`src/rtl/seg7_pkg.sv`:
```
// Shared definitions for the 7-segment display scan path.
//   bcd_t        : one BCD digit (4 bits)
//   BCD_MAX      : largest legal BCD value; anything above is blanked
//   AN_OFF       : level of an inactive (dark) anode line
//   scan_state_t : per-slot phase, dark guard (GAP) or lit (DRIVE)
//   bcd_invalid  : true for a nibble that is not a legal BCD digit
package seg7_pkg;

    typedef logic [3:0] bcd_t;

    localparam bcd_t BCD_MAX = 4'd9;
    localparam logic AN_OFF  = 1'b1;

    typedef enum logic {
        ST_GAP   = 1'b0,
        ST_DRIVE = 1'b1
    } scan_state_t;

    function automatic logic bcd_invalid(input bcd_t d);
        return d > BCD_MAX;
    endfunction

endpackage

```
`src/rtl/scan_prescaler.sv`:
```
// Slot-timing counter for the display scanner. Counts 0..PRESCALE-1 and
// wraps.
//   clk, rst : system clock, synchronous active-high reset
//   slot_end : counter is at PRESCALE-1 (last cycle of a slot)
//   gap_end  : counter is at GUARD-1 (last dark cycle of a slot)
//   in_gap   : counter is below GUARD (dark guard interval)
module scan_prescaler #(
    parameter int PRESCALE = 100000,
    parameter int GUARD    = 2
) (
    input  logic clk,
    input  logic rst,
    output logic slot_end,
    output logic gap_end,
    output logic in_gap
);

    localparam int PC_W = (PRESCALE > 1) ? $clog2(PRESCALE) : 1;

    logic [PC_W-1:0] pc_reg;
    logic [PC_W-1:0] pc_next;

    assign slot_end = (pc_reg == PC_W'(PRESCALE - 1));
    assign gap_end  = (pc_reg == PC_W'(GUARD - 1));
    assign in_gap   = (pc_reg <  PC_W'(GUARD));

    always_comb begin
        pc_next = pc_reg + PC_W'(1);
        if (slot_end) begin
            pc_next = '0;
        end
    end

    always_ff @(posedge clk) begin
        if (rst) begin
            pc_reg <= '0;
        end else begin
            pc_reg <= pc_next;
        end
    end

endmodule

```
`src/rtl/display_scan_controller.sv`:
```
// Time-multiplexed scan controller for a common-anode multi-digit
// 7-segment display. A packed BCD word is taken over valid/ready into a
// shadow buffer and copied to the displayed (active) buffer only on the
// frame wrap, so a frame never shows a mix of two words.
//   clk, rst     : system clock, synchronous active-high reset
//   in_valid     : producer offers digits_in
//   in_ready     : shadow buffer is free
//   digits_in    : packed BCD, nibble 0 is the rightmost digit
//   an           : active-low anode enables (registered)
//   cur_digit    : nibble of the current slot, to the segment decoder
//   blank        : cur_digit is not a legal BCD digit
//   slot         : current digit slot
//   frame_tick   : last cycle of the last slot of a frame
//   invalid_seen : displayed word holds at least one non-BCD nibble
module display_scan_controller
    import seg7_pkg::*;
#(
    parameter int DIGITS   = 4,
    parameter int PRESCALE = 100000,
    parameter int GUARD    = 2
) (
    input  logic                      clk,
    input  logic                      rst,
    input  logic                      in_valid,
    output logic                      in_ready,
    input  logic [4*DIGITS-1:0]       digits_in,
    output logic [DIGITS-1:0]         an,
    output logic [3:0]                cur_digit,
    output logic                      blank,
    output logic [$clog2(DIGITS)-1:0] slot,
    output logic                      frame_tick,
    output logic                      invalid_seen
);

    localparam int SLOT_W = $clog2(DIGITS);

    logic slot_end;
    logic gap_end;
    logic in_gap;

    scan_prescaler #(
        .PRESCALE (PRESCALE),
        .GUARD    (GUARD)
    ) u_prescaler (
        .clk      (clk),
        .rst      (rst),
        .slot_end (slot_end),
        .gap_end  (gap_end),
        .in_gap   (in_gap)
    );

    logic [4*DIGITS-1:0] shadow_reg,  shadow_next;
    logic                pending_reg, pending_next;
    logic [4*DIGITS-1:0] active_reg,  active_next;
    logic                invalid_reg, invalid_next;
    logic [SLOT_W-1:0]   slot_reg,    slot_next;
    logic [DIGITS-1:0]   an_reg,      an_next;
    scan_state_t         state_reg,   state_next;

    bcd_t              active_nib [DIGITS];
    logic [DIGITS-1:0] shadow_bad;

    generate
        for (genvar gi = 0; gi < DIGITS; gi++) begin : g_nib
            assign active_nib[gi] = active_reg[4*gi +: 4];
            assign shadow_bad[gi] = bcd_invalid(shadow_reg[4*gi +: 4]);
        end
    endgenerate

    logic wrap;
    logic accept;
    logic commit;

    assign wrap   = slot_end && (slot_reg == SLOT_W'(DIGITS - 1));
    assign accept = in_valid && !pending_reg;
    // Commit and accept are mutually exclusive: one needs pending set,
    // the other needs it clear. A word accepted on the wrap waits a frame.
    assign commit = wrap && pending_reg;

    always_comb begin
        shadow_next  = shadow_reg;
        pending_next = pending_reg;
        active_next  = active_reg;
        invalid_next = invalid_reg;
        slot_next    = slot_reg;

        if (accept) begin
            shadow_next  = digits_in;
            pending_next = 1'b1;
        end
        if (commit) begin
            active_next  = shadow_reg;
            pending_next = 1'b0;
            invalid_next = |shadow_bad;
        end
        if (slot_end) begin
            slot_next = wrap ? '0 : slot_reg + SLOT_W'(1);
        end
    end

    // Slot phase: dark for the first GUARD cycles, then lit until the slot
    // ends. The anode pattern is computed from the next state so the
    // registered an lines up with the counter value it belongs to.
    always_comb begin
        state_next = state_reg;
        case (state_reg)
            ST_GAP: begin
                if (gap_end) begin
                    state_next = ST_DRIVE;
                end
            end
            ST_DRIVE: begin
                // in_gap here would mean the phase lost track of the
                // counter; going dark is the safe recovery.
                if (slot_end || in_gap) begin
                    state_next = ST_GAP;
                end
            end
            default: state_next = ST_GAP;
        endcase

        an_next = {DIGITS{AN_OFF}};
        if (state_next == ST_DRIVE) begin
            an_next = ~(DIGITS'(1) << slot_reg);
        end
    end

    always_ff @(posedge clk) begin
        if (rst) begin
            shadow_reg  <= '0;
            pending_reg <= 1'b0;
            active_reg  <= {DIGITS{4'hF}};
            invalid_reg <= 1'b1;
            slot_reg    <= '0;
            an_reg      <= {DIGITS{AN_OFF}};
            state_reg   <= ST_GAP;
        end else begin
            shadow_reg  <= shadow_next;
            pending_reg <= pending_next;
            active_reg  <= active_next;
            invalid_reg <= invalid_next;
            slot_reg    <= slot_next;
            an_reg      <= an_next;
            state_reg   <= state_next;
        end
    end

    assign in_ready     = !pending_reg;
    assign an           = an_reg;
    assign cur_digit    = active_nib[slot_reg];
    assign blank        = bcd_invalid(cur_digit);
    assign slot         = slot_reg;
    assign frame_tick   = wrap;
    assign invalid_seen = invalid_reg;

endmodule

```
`config.mk`:
```
export PLATFORM = sky130hd
export DESIGN_NAME = display_scan_controller
export DESIGN_NICKNAME = d
export VERILOG_FILES = /design/src/rtl/seg7_pkg.sv /design/src/rtl/scan_prescaler.sv /design/src/rtl/display_scan_controller.sv
export SDC_FILE = /design/constraint.sdc
export NUM_CORES = 1
export LEC_CHECK = 0
export CAP_MARGIN = 20
export CORE_MARGIN = 10
export CORE_UTILIZATION = 54
export CTS_CLUSTER_DIAMETER = 120
export DETAILED_ROUTE_END_ITERATION = 8
export MAX_ROUTING_LAYER = met4
export PLACE_DENSITY = 0.82
export SYNTH_ARGS = -nofsm -noshare
export SYNTH_HDL_FRONTEND = slang
export SYNTH_SLANG_ARGS = --single-unit
export TNS_END_PERCENT = 30
```
`constraint.sdc`:
```
create_clock -name clk -period 2.45 [get_ports clk]
set_input_delay 0.245 -clock clk [delete_from_list [all_inputs] [get_ports clk]]
set_output_delay 0.245 -clock clk [all_outputs]
set_load 0.01 [all_outputs]
```
## Word-level counts from Yosys, hierarchy flattened

Cells that the tools add are included.

| operators by class | value |
|---|---|
| div/mod/pow operators | 0 |
| bitwise operators | 4 |
| shift-type cells | 1 |
| multiplexer cells | 7 |
| magnitude comparators | 7 |
| multipliers | 0 |
| add/sub/neg operators | 2 |
| equal/unequal tests | 3 |
| reductions and logical operators | 9 |

Operators with widths:

| kind | number |
|---|---|
| 4-bit greater-than comparator, second input constant | 5 |
| 17-bit by 1-bit adder with 17-bit output, second input constant | 1 |
| 17-bit by 1-bit equality test with 1-bit output, second input constant | 1 |
| 17-bit equality test, second input constant | 1 |
| 17-bit by 2-bit less-than comparator with 1-bit output, second input constant | 1 |
| 4-bit binary-select mux with 2-bit select | 1 |
| 4-bit two-way mux | 2 |
| 2-bit OR reduction | 3 |
| 4-bit inverter | 1 |
| 4-bit OR reduction | 1 |
| 1-bit by 2-bit left shift with 4-bit output, first input constant | 1 |
| 3-bit greater-or-equal comparator, second input constant | 1 |
| 1-bit logical AND | 3 |
| 2-bit inverter with 3-bit output | 1 |
| 2-bit by 1-bit adder with 2-bit output, second input constant | 1 |
| 2-bit equality test, second input constant | 1 |
| 1-bit two-way mux | 2 |
| 2-bit two-way mux | 1 |
| 1-bit inverter | 2 |
| 1-bit case mux with 2 select lines | 1 |
| 1-bit zero test | 1 |
| 1-bit logical OR | 1 |

| storage, ports and cells | value |
|---|---|
| word-level logic and storage cells | 41 |
| RAM bits | 0 |
| latch bits | 0 |
| output and inout bits | 14 |
| register bits after elaboration | 58 |
| ROM bits | 0 |
| memories kept | 0 |
| bits of input ports | 19 |

## Logic depth before layout (Yosys ltp)

| logic depth | value |
|---|---|
| depth after elaboration | 6 |
| gate-level depth with buffers | 6 |
| mapped depth without buffers | 5 |

## By module

From an unflattened synthesis, not the netlist that was laid out.

| second synthesis, totals | value |
|---|---|
| cell total of the unflattened synthesis | 248 |
| area, all modules | 2,361.0 µm² |

By module, submodules not included:

| module | cells each | seq. area each (µm²) | area an instance (µm²) | instances |
|---|---|---|---|---|
| display_scan_controller | 154 | 820.8 | 1,557.7 | 1 |
| scan_prescaler | 94 | 340.3 | 803.3 | 1 |

## Least setup slack after synthesis

Ideal clock, no wire load.

| timing path | value |
|---|---|
| kind | register to register |
| from | register u_prescaler.pc_reg[0] |
| to | register active_reg[0] |
| library setup time | 0.120 ns |
| clock period less this slack | 1.929 ns |
| required time | 2.330 ns |
| slack | 0.521 ns |
| stages on the path, launching flop included | 7 |
| data arrival time | 1.809 ns |
| path buffers | 2 |
| cell sequence | dfxtp_1 > ha_1 > clkbuf_1 > nand4_1 > clkbuf_1 > o31a_1 > a211o_1 |

| on the way | value |
|---|---|
| cells in the longest elaborated chain, start to end | 3 |

RTL lines:

| what | RTL line | text |
|---|---|---|
| start: declaration | scan_prescaler.sv:20 | `logic [PC_W-1:0] pc_reg;` |
| start signal: assignment | scan_prescaler.sv:38 | `pc_reg <= pc_next;` |
| 17-bit equality test | scan_prescaler.sv:23 | `assign slot_end = (pc_reg == PC_W'(PRESCALE - 1));` |
| 1-bit logical AND | display_scan_controller.sv:74 | `assign wrap = slot_end && (slot_reg == SLOT_W'(DIGITS - 1));` |
| 1-bit logical AND | display_scan_controller.sv:78 | `assign commit = wrap && pending_reg;` |
| end signal: assignment | display_scan_controller.sv:132 | `active_reg <= {DIGITS{4'hF}};` |
| end signal: assignment | display_scan_controller.sv:140 | `active_reg <= active_next;` |
| end: declaration | display_scan_controller.sv:54 | `logic [4*DIGITS-1:0] active_reg, active_next;` |

No other way between the ends.
A chain may end at the register's enable or synchronous reset.

## Worst setup path in the final report

| timing path | value |
|---|---|
| from | register slot_reg[0], in the netlist slot[0] |
| to | output port blank |

| on the way | value |
|---|---|
| cells in the longest elaborated chain, start to end | 5 |

RTL lines:

| what | RTL line | text |
|---|---|---|
| start: declaration | display_scan_controller.sv:56 | `logic [SLOT_W-1:0] slot_reg, slot_next;` |
| start signal: assignment | display_scan_controller.sv:142 | `slot_reg <= slot_next;` |
| 2-bit inverter with 3-bit output (not written as such) | display_scan_controller.sv:150 | `assign cur_digit = active_nib[slot_reg];` |
| 4-bit binary-select mux with 2-bit select | display_scan_controller.sv:150 |  |
| 4-bit two-way mux (not written as such) (2 in a row) | display_scan_controller.sv:150 |  |
| 4-bit greater-than comparator | seg7_pkg.sv:20 | `return d > BCD_MAX;` |
| end: declaration | display_scan_controller.sv:29 | `output logic blank,` |

No other way between the ends. The select of a mux whose other input is x is not followed.

==> flow_metrics.env <==
export IMPL_die_h_um=88.8
export IMPL_largest_reg_flops=17
export IMPL_drv_slew=0
export IMPL_via_per_inst=5.90
export IMPL_cts_sinks=58
export IMPL_postCtsHoldBufs=0
export IMPL_max_stage_delay_ns=0.55
export IMPL_first_iter_violations=126
export IMPL_worst_pin_slew_ns=0.542
export IMPL_hpwl_mm=4.14
export IMPL_power_density_nw_per_um2=630
export IMPL_yosys_mux_area_fraction=0.0353
export IMPL_cts_setup_buffers=0
export IMPL_hold_viol=0
export IMPL_finalSetupViolCount=0
export IMPL_crit_path_end_kind="output pin"
export IMPL_grt_pass1_wl_mm=9.96
export IMPL_gp_congestion=0.873
export IMPL_cts_buffers=9
export IMPL_maxCapViolCount=0
export IMPL_final_cell_mix="dfxtp_1, nand2_1, clkdlybuf4s50_1, a21oi_1"
export IMPL_wl_per_cell_um=15.6
export IMPL_synthesis_nets=308
export IMPL_routed_wl_mm=5.89
export IMPL_layout_commonest_cell="dfxtp_1"
export IMPL_cp_cell_sequence="mux4_2 -> o21a_1 -> clkdlybuf4s50_1"
export IMPL_drc=0
export IMPL_leakagePower_uw=0.00118
export IMPL_globalRouteTotalUtil=0.168
export IMPL_die_x_um=88.8
export IMPL_cp_max_fo=4
export IMPL_grt_pass1_vias=2154
export IMPL_num_nets_final=345
export IMPL_tns_ns=0
export IMPL_vias=2225
export IMPL_period_needed_ns=2.26
export IMPL_gr_total_overflow=0
export IMPL_coreArea_um2=4470
export IMPL_startpoint_type="flop"
export IMPL_critical_path_required_ns=2.20
export IMPL_antenna_cells=0
export IMPL_postSynthAreaPerCell_um2=9.02
export IMPL_status="finished, final reports clean"
export IMPL_ys_seq_area_frac=0.455
export IMPL_cts_max_path_buffers=2
export IMPL_die_area_um2=7880
export IMPL_h_tree_depth=3
export IMPL_port_buffers=32
export IMPL_ios=33
export IMPL_peakVddDrop_uv=479
export IMPL_min_period_over_period=0.922
export IMPL_rows=24
export IMPL_max_freq_mhz=443
export IMPL_critical_path_class="reg2out"
export IMPL_hp_class="in2reg"
export IMPL_yosys_warnings=0
export IMPL_clkTransAtPathRegs_ns=0.06
export IMPL_max_slew_margin_rel=0.638
export IMPL_synth_adder_area_share=0.0294
export IMPL_final_cells=377
export IMPL_first_pass_iters=5
export IMPL_synth_xor_area_frac=0.0446
export IMPL_synth_top_family_by_area="simple AND/OR/NAND/NOR gates"
export IMPL_start_util=0.571
export IMPL_syn_instance_count=283
export IMPL_antenna_found_initial=0
export IMPL_synth_cell_types=40
export IMPL_synthSimpleGateAreaFrac=0.226
export IMPL_rsz0062_at_grt="false"
export IMPL_clk_latency_ns=0.34
export IMPL_cts_tree="built"
export IMPL_ys_ff_latch=58
export IMPL_area_growth_syn_to_layout_pct=22.9
export IMPL_crit_arrival_ns=2.01
export IMPL_skew_ns=0.00585
export IMPL_final_antenna_net_count=0
export IMPL_grt_max_degree=28
export IMPL_synth_compound_area_frac=0.159
export IMPL_dp_cells=361
export IMPL_synth_area_um2=2550
export IMPL_clock_root_buffer="clkbuf_8"
export IMPL_drive_gt1_frac=0.102
export IMPL_crit_path_top_delay_cell="mux4_2"
[cell usage after synthesis (all sizes together)]
cell	count	area share
and4	3	0.010
nand4	16	0.039
and2	1	0.0025
inv	15	0.022
and3	7	0.017
a21oi	20	0.039
nor3b	1	0.0029
mux4	4	0.035
nor2b	2	0.0049
nand2	37	0.054
o211ai	8	0.024
buf	4	0.011
a22oi	1	0.0029
dfxtp	58	0.45
nand2b	1	0.0054
nor3	6	0.016
o31a	8	0.028
or4	3	0.010
and2b	1	0.0034
nand3	6	0.012
o21a	1	0.0029
a211o	8	0.027
or3	2	0.0049
and4b	1	0.0044
xnor2	8	0.027
a31oi	5	0.012
a22o	1	0.0034
nor4	6	0.015
ha	6	0.029
nor2	16	0.024
xor2	5	0.017
clkbuf	11	0.016
clkinv	1	0.0015
o21ai	10	0.020
[metrics by stage]
stage	setup WS [ns]	util	power (uW)	cell area, um2	hold WS, ns
2_1_floorplan	0.521	-	1060	2550	0.381
3_3_place_gp	0.403	0.656	1120	2940	0.447
3_5_place_dp	0.397	0.656	1120	2940	0.452
4_1_cts	0.0292	0.701	1990	3130	0.446
5_1_grt	0.0802	0.702	2060	3140	0.450
6_report	0.191	0.702	1980	3140	0.454
[logic make-up (layout without fill, tap and decap cells)]
logic type	after synthesis	count (layout)
simple gates	109	109
compound gates	62	62
flops	58	58
buf+inv	31	73
xor+xnor	13	13
fa+ha+maj	6	6
mux	4	4
[final cells by class]
type                            count  area (um2)
Clock buffer                       14         163
Clock inverter                      2        35.0
Fill cell                         344        1340
Inverter                           16        60.1
Multi-Input combinational cell    194        1260
Sequential cell                    58        1160
Tap cell                           52        65.1
Timing Repair Buffer               41         390
[worst max-delay path, delay by kind of cell (launching register included)]
| kind | cells | cell delay, ns |
|---|---|---|
| muxes | 1 | 0.55 |
| buffers and inverters | 1 | 0.48 |
| DFF | 1 | 0.44 |
| AOI/OAI and AO/OA | 1 | 0.20 |
[layer usage]
metal,up-vias,GRT usage,wire (um)
met1,1043,0.186,2430
li1,1089,-,-
met2,79,0.267,2940
met5,-,-,0
met3,14,0.0579,367
met4,0,0.0764,146
[power breakdown]
part           leakage, uW  switching [uW]  internal, uW
Combinational     0.000605            58.1          55.4
Clock             0.000101             353           525
Sequential        0.000472            20.8           967
[what timing repair did]
action                                 in CTS  in global routing
gates resized for setup                     0                  2
endpoints found under the hold margin       0                  0
setup endpoints to repair                   0                  1
[path summary, 6_finish.rpt]
kind,from,end,slack (ns),cells past startpoint
setup / recovery,slot[0]$_SDFFE_PP0P_,blank,0.19,3
hold / removal,digits_in[14],shadow_reg[14]$_SDFFE_PP0P_,0.45,3
setup reg to reg,slot[0]$_SDFFE_PP0P_,active_reg[13]$_SDFFE_PP1P_,0.54,6
hold reg to reg,shadow_reg[8]$_SDFFE_PP0P_,shadow_reg[8]$_SDFFE_PP0P_,0.46,2
No activity file was read; power rests on OpenSTA's default activity.
